--- src/rtl/i2s_tx_serializer_if.sv ---
// Upstream sample-pair handshake for the I2S transmitter.
// master = decode/volume path driving pairs, slave = serializer.
interface i2s_tx_serializer_if #(
  parameter int SAMPLE_W = 24
);
  logic [SAMPLE_W-1:0] sample_left;
  logic [SAMPLE_W-1:0] sample_right;
  logic                sample_valid;
  logic                sample_ready;

  modport master (
    output sample_left, sample_right, sample_valid,
    input  sample_ready
  );

  modport slave (
    input  sample_left, sample_right, sample_valid,
    output sample_ready
  );
endinterface

--- src/rtl/i2s_tx_serializer.sv ---
// Parallel-to-I2S transmitter (Philips format, MSB one BCK after the WS edge).
// Holds one stereo pair in a buffer; the pair is moved into the shifters at
// each frame load, otherwise the frame carries zeros and flags underrun.
// Optional: define TOI2S_TX_MUTE_EN to add a `mute` input sampled at frame load.
module i2s_tx_serializer #(
  parameter int SAMPLE_W = 24,
  parameter int SLOT_W   = 32,
  parameter int BCK_DIV  = 2
) (
  input  logic clk,
  input  logic reset,
  i2s_tx_serializer_if.slave bus,
`ifdef TOI2S_TX_MUTE_EN
  input  logic mute,
`endif
  output logic i2s_bck,
  output logic i2s_ws,
  output logic i2s_d0,
  output logic frame_start,
  output logic underrun
);

  localparam int FRAME = 2 * SLOT_W;
  localparam int BW    = $clog2(FRAME);
  localparam int DW    = (BCK_DIV > 1) ? $clog2(BCK_DIV) : 1;

  localparam logic [BW-1:0] LAST_B = BW'(FRAME - 1);
  localparam logic [BW-1:0] SLOT_B = BW'(SLOT_W);
  localparam logic [BW-1:0] LLSB_B = BW'(SAMPLE_W);
  localparam logic [BW-1:0] RMSB_B = BW'(SLOT_W + 1);
  localparam logic [BW-1:0] RLSB_B = BW'(SLOT_W + SAMPLE_W);
  localparam logic [DW-1:0] DIV_LAST = DW'(BCK_DIV - 1);

  typedef struct packed {
    logic [SAMPLE_W-1:0] left;
    logic [SAMPLE_W-1:0] right;
  } pair_t;

  logic [DW-1:0]       div_cnt;
  logic [BW-1:0]       bit_cnt;
  logic [BW-1:0]       nxt_b;
  logic [SAMPLE_W-1:0] sh_l;
  logic [SAMPLE_W-1:0] sh_r;
  pair_t               buf_q;
  logic                buf_full;
  logic                fall_adv;
  logic                load;
  logic                load_zero;

  // BCK falls on the terminal divider count while BCK is high
  assign fall_adv = (div_cnt == DIV_LAST) && i2s_bck;
  assign nxt_b    = (bit_cnt == LAST_B) ? '0 : bit_cnt + 1'b1;
  assign load     = fall_adv && (nxt_b == '0);

  assign bus.sample_ready = !buf_full;

`ifdef TOI2S_TX_MUTE_EN
  assign load_zero = mute;
`else
  assign load_zero = 1'b0;
`endif

  // BCK divider: toggle bck every BCK_DIV clk
  always_ff @(posedge clk or posedge reset) begin
    if (reset) begin
      div_cnt <= '0;
      i2s_bck <= 1'b0;
    end else if (div_cnt == DIV_LAST) begin
      div_cnt <= '0;
      i2s_bck <= ~i2s_bck;
    end else begin
      div_cnt <= div_cnt + 1'b1;
    end
  end

  // One-entry pair buffer; a load frees it, an accept can only hit an empty buffer
  always_ff @(posedge clk or posedge reset) begin
    if (reset) begin
      buf_full <= 1'b0;
      buf_q    <= '0;
    end else if (load && buf_full) begin
      buf_full <= 1'b0;
    end else if (bus.sample_valid && !buf_full) begin
      buf_full <= 1'b1;
      buf_q    <= '{left: bus.sample_left, right: bus.sample_right};
    end
  end

  // Frame sequencer: ws/d0 advance on BCK falling edges, shifters load at bit 0
  always_ff @(posedge clk or posedge reset) begin
    if (reset) begin
      bit_cnt     <= LAST_B;
      i2s_ws      <= 1'b1;
      i2s_d0      <= 1'b0;
      sh_l        <= '0;
      sh_r        <= '0;
      frame_start <= 1'b0;
      underrun    <= 1'b0;
    end else begin
      frame_start <= 1'b0;
      underrun    <= 1'b0;
      if (fall_adv) begin
        bit_cnt <= nxt_b;
        i2s_ws  <= (nxt_b >= SLOT_B);
        i2s_d0  <= 1'b0;
        if (nxt_b == '0) begin
          // bit 0 is the delay bit, so d0 stays 0 while the shifters load
          frame_start <= 1'b1;
          underrun    <= !buf_full;
          if (buf_full && !load_zero) begin
            sh_l <= buf_q.left;
            sh_r <= buf_q.right;
          end else begin
            sh_l <= '0;
            sh_r <= '0;
          end
        end else if (nxt_b <= LLSB_B) begin
          i2s_d0 <= sh_l[SAMPLE_W-1];
          sh_l   <= {sh_l[SAMPLE_W-2:0], 1'b0};
        end else if ((nxt_b >= RMSB_B) && (nxt_b <= RLSB_B)) begin
          i2s_d0 <= sh_r[SAMPLE_W-1];
          sh_r   <= {sh_r[SAMPLE_W-2:0], 1'b0};
        end
      end
    end
  end

endmodule

--- src/flat_wrapper.sv ---
// flat-port wrapper written by rule: the top's interface ports become plain ports
module i2s_tx_serializer_flat 
#(
  parameter int SAMPLE_W = 24,
  parameter int SLOT_W   = 32,
  parameter int BCK_DIV  = 2
)
  (clk, reset, i2s_bck, i2s_ws, i2s_d0, frame_start, underrun, bus_sample_left, bus_sample_right, bus_sample_valid, bus_sample_ready);
  i2s_tx_serializer_if #(.SAMPLE_W(SAMPLE_W)) bus_i ();
  input  logic clk;
  input  logic reset;
  output logic i2s_bck;
  output logic i2s_ws;
  output logic i2s_d0;
  output logic frame_start;
  output logic underrun;
  input wire logic [$bits(bus_i.sample_left)-1:0] bus_sample_left;
  input wire logic [$bits(bus_i.sample_right)-1:0] bus_sample_right;
  input wire logic [$bits(bus_i.sample_valid)-1:0] bus_sample_valid;
  output wire logic [$bits(bus_i.sample_ready)-1:0] bus_sample_ready;
  assign bus_i.sample_left = bus_sample_left;
  assign bus_i.sample_right = bus_sample_right;
  assign bus_i.sample_valid = bus_sample_valid;
  assign bus_sample_ready = bus_i.sample_ready;
  i2s_tx_serializer #(.SAMPLE_W(SAMPLE_W), .SLOT_W(SLOT_W), .BCK_DIV(BCK_DIV)) u_core (.clk(clk), .reset(reset), .bus(bus_i), .i2s_bck(i2s_bck), .i2s_ws(i2s_ws), .i2s_d0(i2s_d0), .frame_start(frame_start), .underrun(underrun));
endmodule
--- config.mk ---
export PLATFORM = sky130hd
export DESIGN_NAME = i2s_tx_serializer_flat
export DESIGN_NICKNAME = d
export VERILOG_FILES = /design/src/rtl/i2s_tx_serializer_if.sv /design/src/rtl/i2s_tx_serializer.sv /design/src/flat_wrapper.sv
export SDC_FILE = /design/constraint.sdc
export NUM_CORES = 1
export LEC_CHECK = 0
export ABC_AREA = 1
export CELL_PAD_IN_SITES_DETAIL_PLACEMENT = 0
export CELL_PAD_IN_SITES_GLOBAL_PLACEMENT = 1
export CORE_MARGIN = 2
export CORE_UTILIZATION = 35
export CTS_CLUSTER_DIAMETER = 80
export CTS_CLUSTER_SIZE = 40
export DETAILED_ROUTE_END_ITERATION = 12
export PLACE_DENSITY = 0.72
export SLEW_MARGIN = 40
export SYNTH_ARGS = -nofsm -noshare
export SYNTH_HDL_FRONTEND = slang
export SYNTH_SLANG_ARGS = --single-unit
--- constraint.sdc ---
create_clock -name clk -period 3.4 [get_ports clk]
set_input_delay 0.51 -clock clk [delete_from_list [all_inputs] [get_ports clk]]
set_output_delay 0.51 -clock clk [all_outputs]
set_load 0.03 [all_outputs]
==> results by stage <==
Run status:
- The flow ran to the end, and the final reports show no timing, DRC or antenna violations.

Critical path:
- For the worst setup path, the data arrival time is 2810 ps.
- The kind of critical path is flop to flop.
- The required arrival time at the worst endpoint is 3650 ps.
- STA classifies the critical path startpoint as a flop.
- The maximum fanout along the worst path is 57.
- The nature of the critical path endpoint is a flop.
- The worst register-to-register path has a setup slack of 840 ps.

Yosys:
- The count of mapped cells out of synthesis is 554.
- The synthesized design devotes to its leading area cell type 50.2% of total area.
- Summed over all instances, the cell type with the most area after synthesis is dfrtp_1.
- The synthesis-stage register bit count is 109.
- The post-synthesis area per instance is 9.19 um2.
- The synthesized net count is 607.
- By area the synthesized netlist is led by dfrtp_1 50%, nand2_1 13%, mux2_2 11%, nand3_1 7.5%, dfstp_2 3.6%.
- For this run, the register share of the synthesized area comes to 53.8%.
- For this run, the number of Yosys warnings is 0.
- The cell area after synthesis is 0.00509 mm2.
- The number of distinct library cell variants in the gate-level netlist after synthesis is 24.

Pwr:
- The cell-internal power is 1.87 mW.
- The power per cell area is 393 mW/mm2.
- The leakage power is 2.99 nW.
- The part of the power in the clock network is 42.3%.
- The switching power share of the total is 21.9%.
- Summed over all nets, the switching power comes to 0.525 mW.
- The fraction of power consumed by combinational cells is 3.7%.
- The proportion of power drawn by flip-flops and latches is 54.0%.
- The worst-case IR drop observed on VDD is 0.289 mV.

Floorplanning:
- The overall die width is 125 um.
- The vertical die dimension is 125 um.
- The count of standard-cell rows is 44.
- The starting density of the core is 35.4%.
- The full die area is 0.0155 mm2.
- The core region area is 0.0144 mm2.
- The top-level port count is 57.

Timing:
- The clock skew after layout is 6.50 ps.
- In the finished design, the share of the clock period the worst path needs comes to 75.4%.
- The count of pins over their slew limit is 0.
- For this run, the top clock speed supported by timing is 0.390 GHz.
- Headroom to the max-slew limit came out at 50.8%.
- The transition time at the pin with the least slew margin is 738 ps.
- Setup repair after global routing left no endpoint under its margin.
- The number of hold violations in the final report came to 0.
- Setup violations remaining at the end of the flow were counted as 0.
- After layout, the minimum clock period comes to 2560 ps.
- Summed over all failing endpoints, the final setup total negative slack is 0 ps.

Cells and area:
- Compared with the post-synthesis result, the final layout area differs by 19.8%.
- The number of filler instances in the final layout is 1,386.
- The utilization of the core after routing is 42.4%.
- The diode insertion count for antenna repair is 0.
- The most frequent standard cell in the layout excluding fill and tap cells is nand2_1.
- The net count reported at finish is 652.
- The library cells used most frequently in the layout, excluding fill and tap cells, are 172 x nand2_1, 102 x dfrtp_1, 76 x nand3_1.
- The share of post-route cells with drive strength above 1 is 15.9%.

Placement:
- The HPWL after detailed placement is 6850 um.
- The number of port buffers is 56.
- The final RePlAce weighted congestion is 0.753.

Global route:
- The number of antenna violations at the first check in global routing came to 0.
- The leftover overflow at the end of global routing is 0.
- The via count of the first global-routing pass came to 3,825.
- The total global routing track utilization is 14.3%.
- The largest net degree at the start of global routing is 58.
- The global-route wire length before repair is 18,300 um.

CTS:
- The post-cts resize count is 0.
- TritonCTS built the clock tree.
- The clock root buffer is clkbuf_16.
- The maximum number of buffers from clock root to sink is 2.
- CTS saw 109 sinks.
- The post-CTS clock slew at the launch and capture registers of the worst setup and hold paths is 70 ps.
- The number of H-tree levels is 3.
- The number of clock buffers added by TritonCTS is 9.
- The number of setup buffers added after CTS is 0.
- Hold repair after CTS inserted 0 buffers.
- The clock insertion delay at the later pin of the skew report is 350 ps.

Drt:
- The ratio of routed vias to standard cells is 4.78.
- Summed over all layers, the routed wires come to 10,500 um.
- The via count is 3,770.
- The number of detailed-routing iterations run before antenna repair is 4.
- The remaining number of nets flagged by the antenna check after routing is 0.
- The number of violations reported at the end of detailed-routing iteration 0 is 188.
- The DRC violation count after routing is 0.
- The routed wire length per instance is 13.3 um.

Min path:
- The worst min-delay path category is flop to flop.

Job:
- The tool flagged a number of max-cap violations equal to 0.
per-stage QoR:
stage | hold WS (ps) | power, mW | cell area, um2 | instances | setup slack [ps]
3_3_place_gp | 431 | 1.41 | 5810 | 772 | 901
3_5_place_dp | 440 | 1.41 | 5810 | 772 | 863
4_1_cts | 452 | 2.44 | 6100 | 788 | 844
5_1_grt | 464 | 2.50 | 6100 | 788 | 499
2_1_floorplan | 417 | 1.34 | 5090 | 554 | 27.6
6_report | 450 | 2.40 | 6100 | 788 | 836
state kept, by name (all words and copies together), names as in the netlist:
signal,flops
u_core.i2s_d0,1
u_core.sh_r,24
u_core.frame_start,1
u_core.div_cnt,1
u_core.i2s_bck,1
u_core.sh_l,24
u_core.underrun,1
u_core.buf_full,1
u_core.bit_cnt,6
u_core.i2s_ws,1
u_core.buf_q,48
power groups by stage:
| stage | registers (mW) | clock network [mW] | logic [mW] |
|---|---|---|---|
| 4_1_cts | 1.30 | 1.05 | 0.0924 |
| 2_1_floorplan | 1.32 | 0 | 0.0194 |
| 6_report | 1.30 | 1.01 | 0.0881 |
| 5_1_grt | 1.30 | 1.10 | 0.0983 |
| 3_5_place_dp | 1.32 | 0 | 0.0919 |
| 3_3_place_gp | 1.32 | 0 | 0.0898 |
final timing paths:
check                             startpoint               end  cells after the start
max                        u_core.bit_cnt[0]   u_core.sh_r[22]                     14
min                           u_core.div_cnt    u_core.div_cnt                      1
max reg2reg                u_core.bit_cnt[0]   u_core.sh_r[22]                     14
min reg2reg                   u_core.div_cnt    u_core.div_cnt                      1
max in group asynchronous              reset  u_core.buf_q[44]                      3
min in group asynchronous              reset  u_core.buf_q[47]                      2
critical path: stages, from the launching register on:
cell	delay [ps]
dfstp_2	570
ha_1	230
nand2_1	120
nor2_1	90
nand2_1	80
nand3_2	100
nand2_2	70
nor2_4	100
buf_4	280
nand2_2	240
buf_12	260
nand2_1	100
o21ai_1	60
nand2_1	60
nand2_1	50
cell usage after synthesis (all sizes together):
library cell / instances
o21ai: 53
buf: 23
a21oi: 4
nor2: 9
ha: 2
nand2: 178
nand3: 79
dfrtp: 102
inv: 36
clkbuf: 10
dfstp: 7
mux2: 48
nand4: 3
cell families (layout without fill, tap and decap cells):
| logic type | count (synthesis) | after routing | share of synthesized area (%) |
|---|---|---|---|
| compound gates | 57 | 57 | 5.83 |
| fa+ha+maj | 2 | 2 | 0.492 |
| buf+inv | 69 | 119 | 6.22 |
| flops | 109 | 109 | 53.8 |
| mux | 48 | 48 | 10.6 |
| simple gates | 269 | 269 | 23.1 |
final cells by class:
cell class                      count  area, um2  share of cell area, %
Clock buffer                       10        239                   3.92
Clock inverter                      6       46.3                  0.759
Inverter                           36        138                   2.26
Multi-Input combinational cell    376       2040                   33.4
Sequential cell                   109       2740                   44.9
Tap cell                          184        230                   3.78
Timing Repair Buffer               67        668                   11.0
per-layer routing:
layer | wire (um) | global-route usage, % | share of wire (%) | vias to the layer above
li1 | - | - | - | 1895
met1 | 4970 | 18.5 | 47 | 1809
met2 | 5010 | 23.6 | 48 | 58
met3 | 412 | 4.04 | 3.9 | 8
met4 | 117 | 3.77 | 1.1 | 0
met5 | 0 | 0 | 0 | -
No activity file was read; power rests on OpenSTA's default activity.
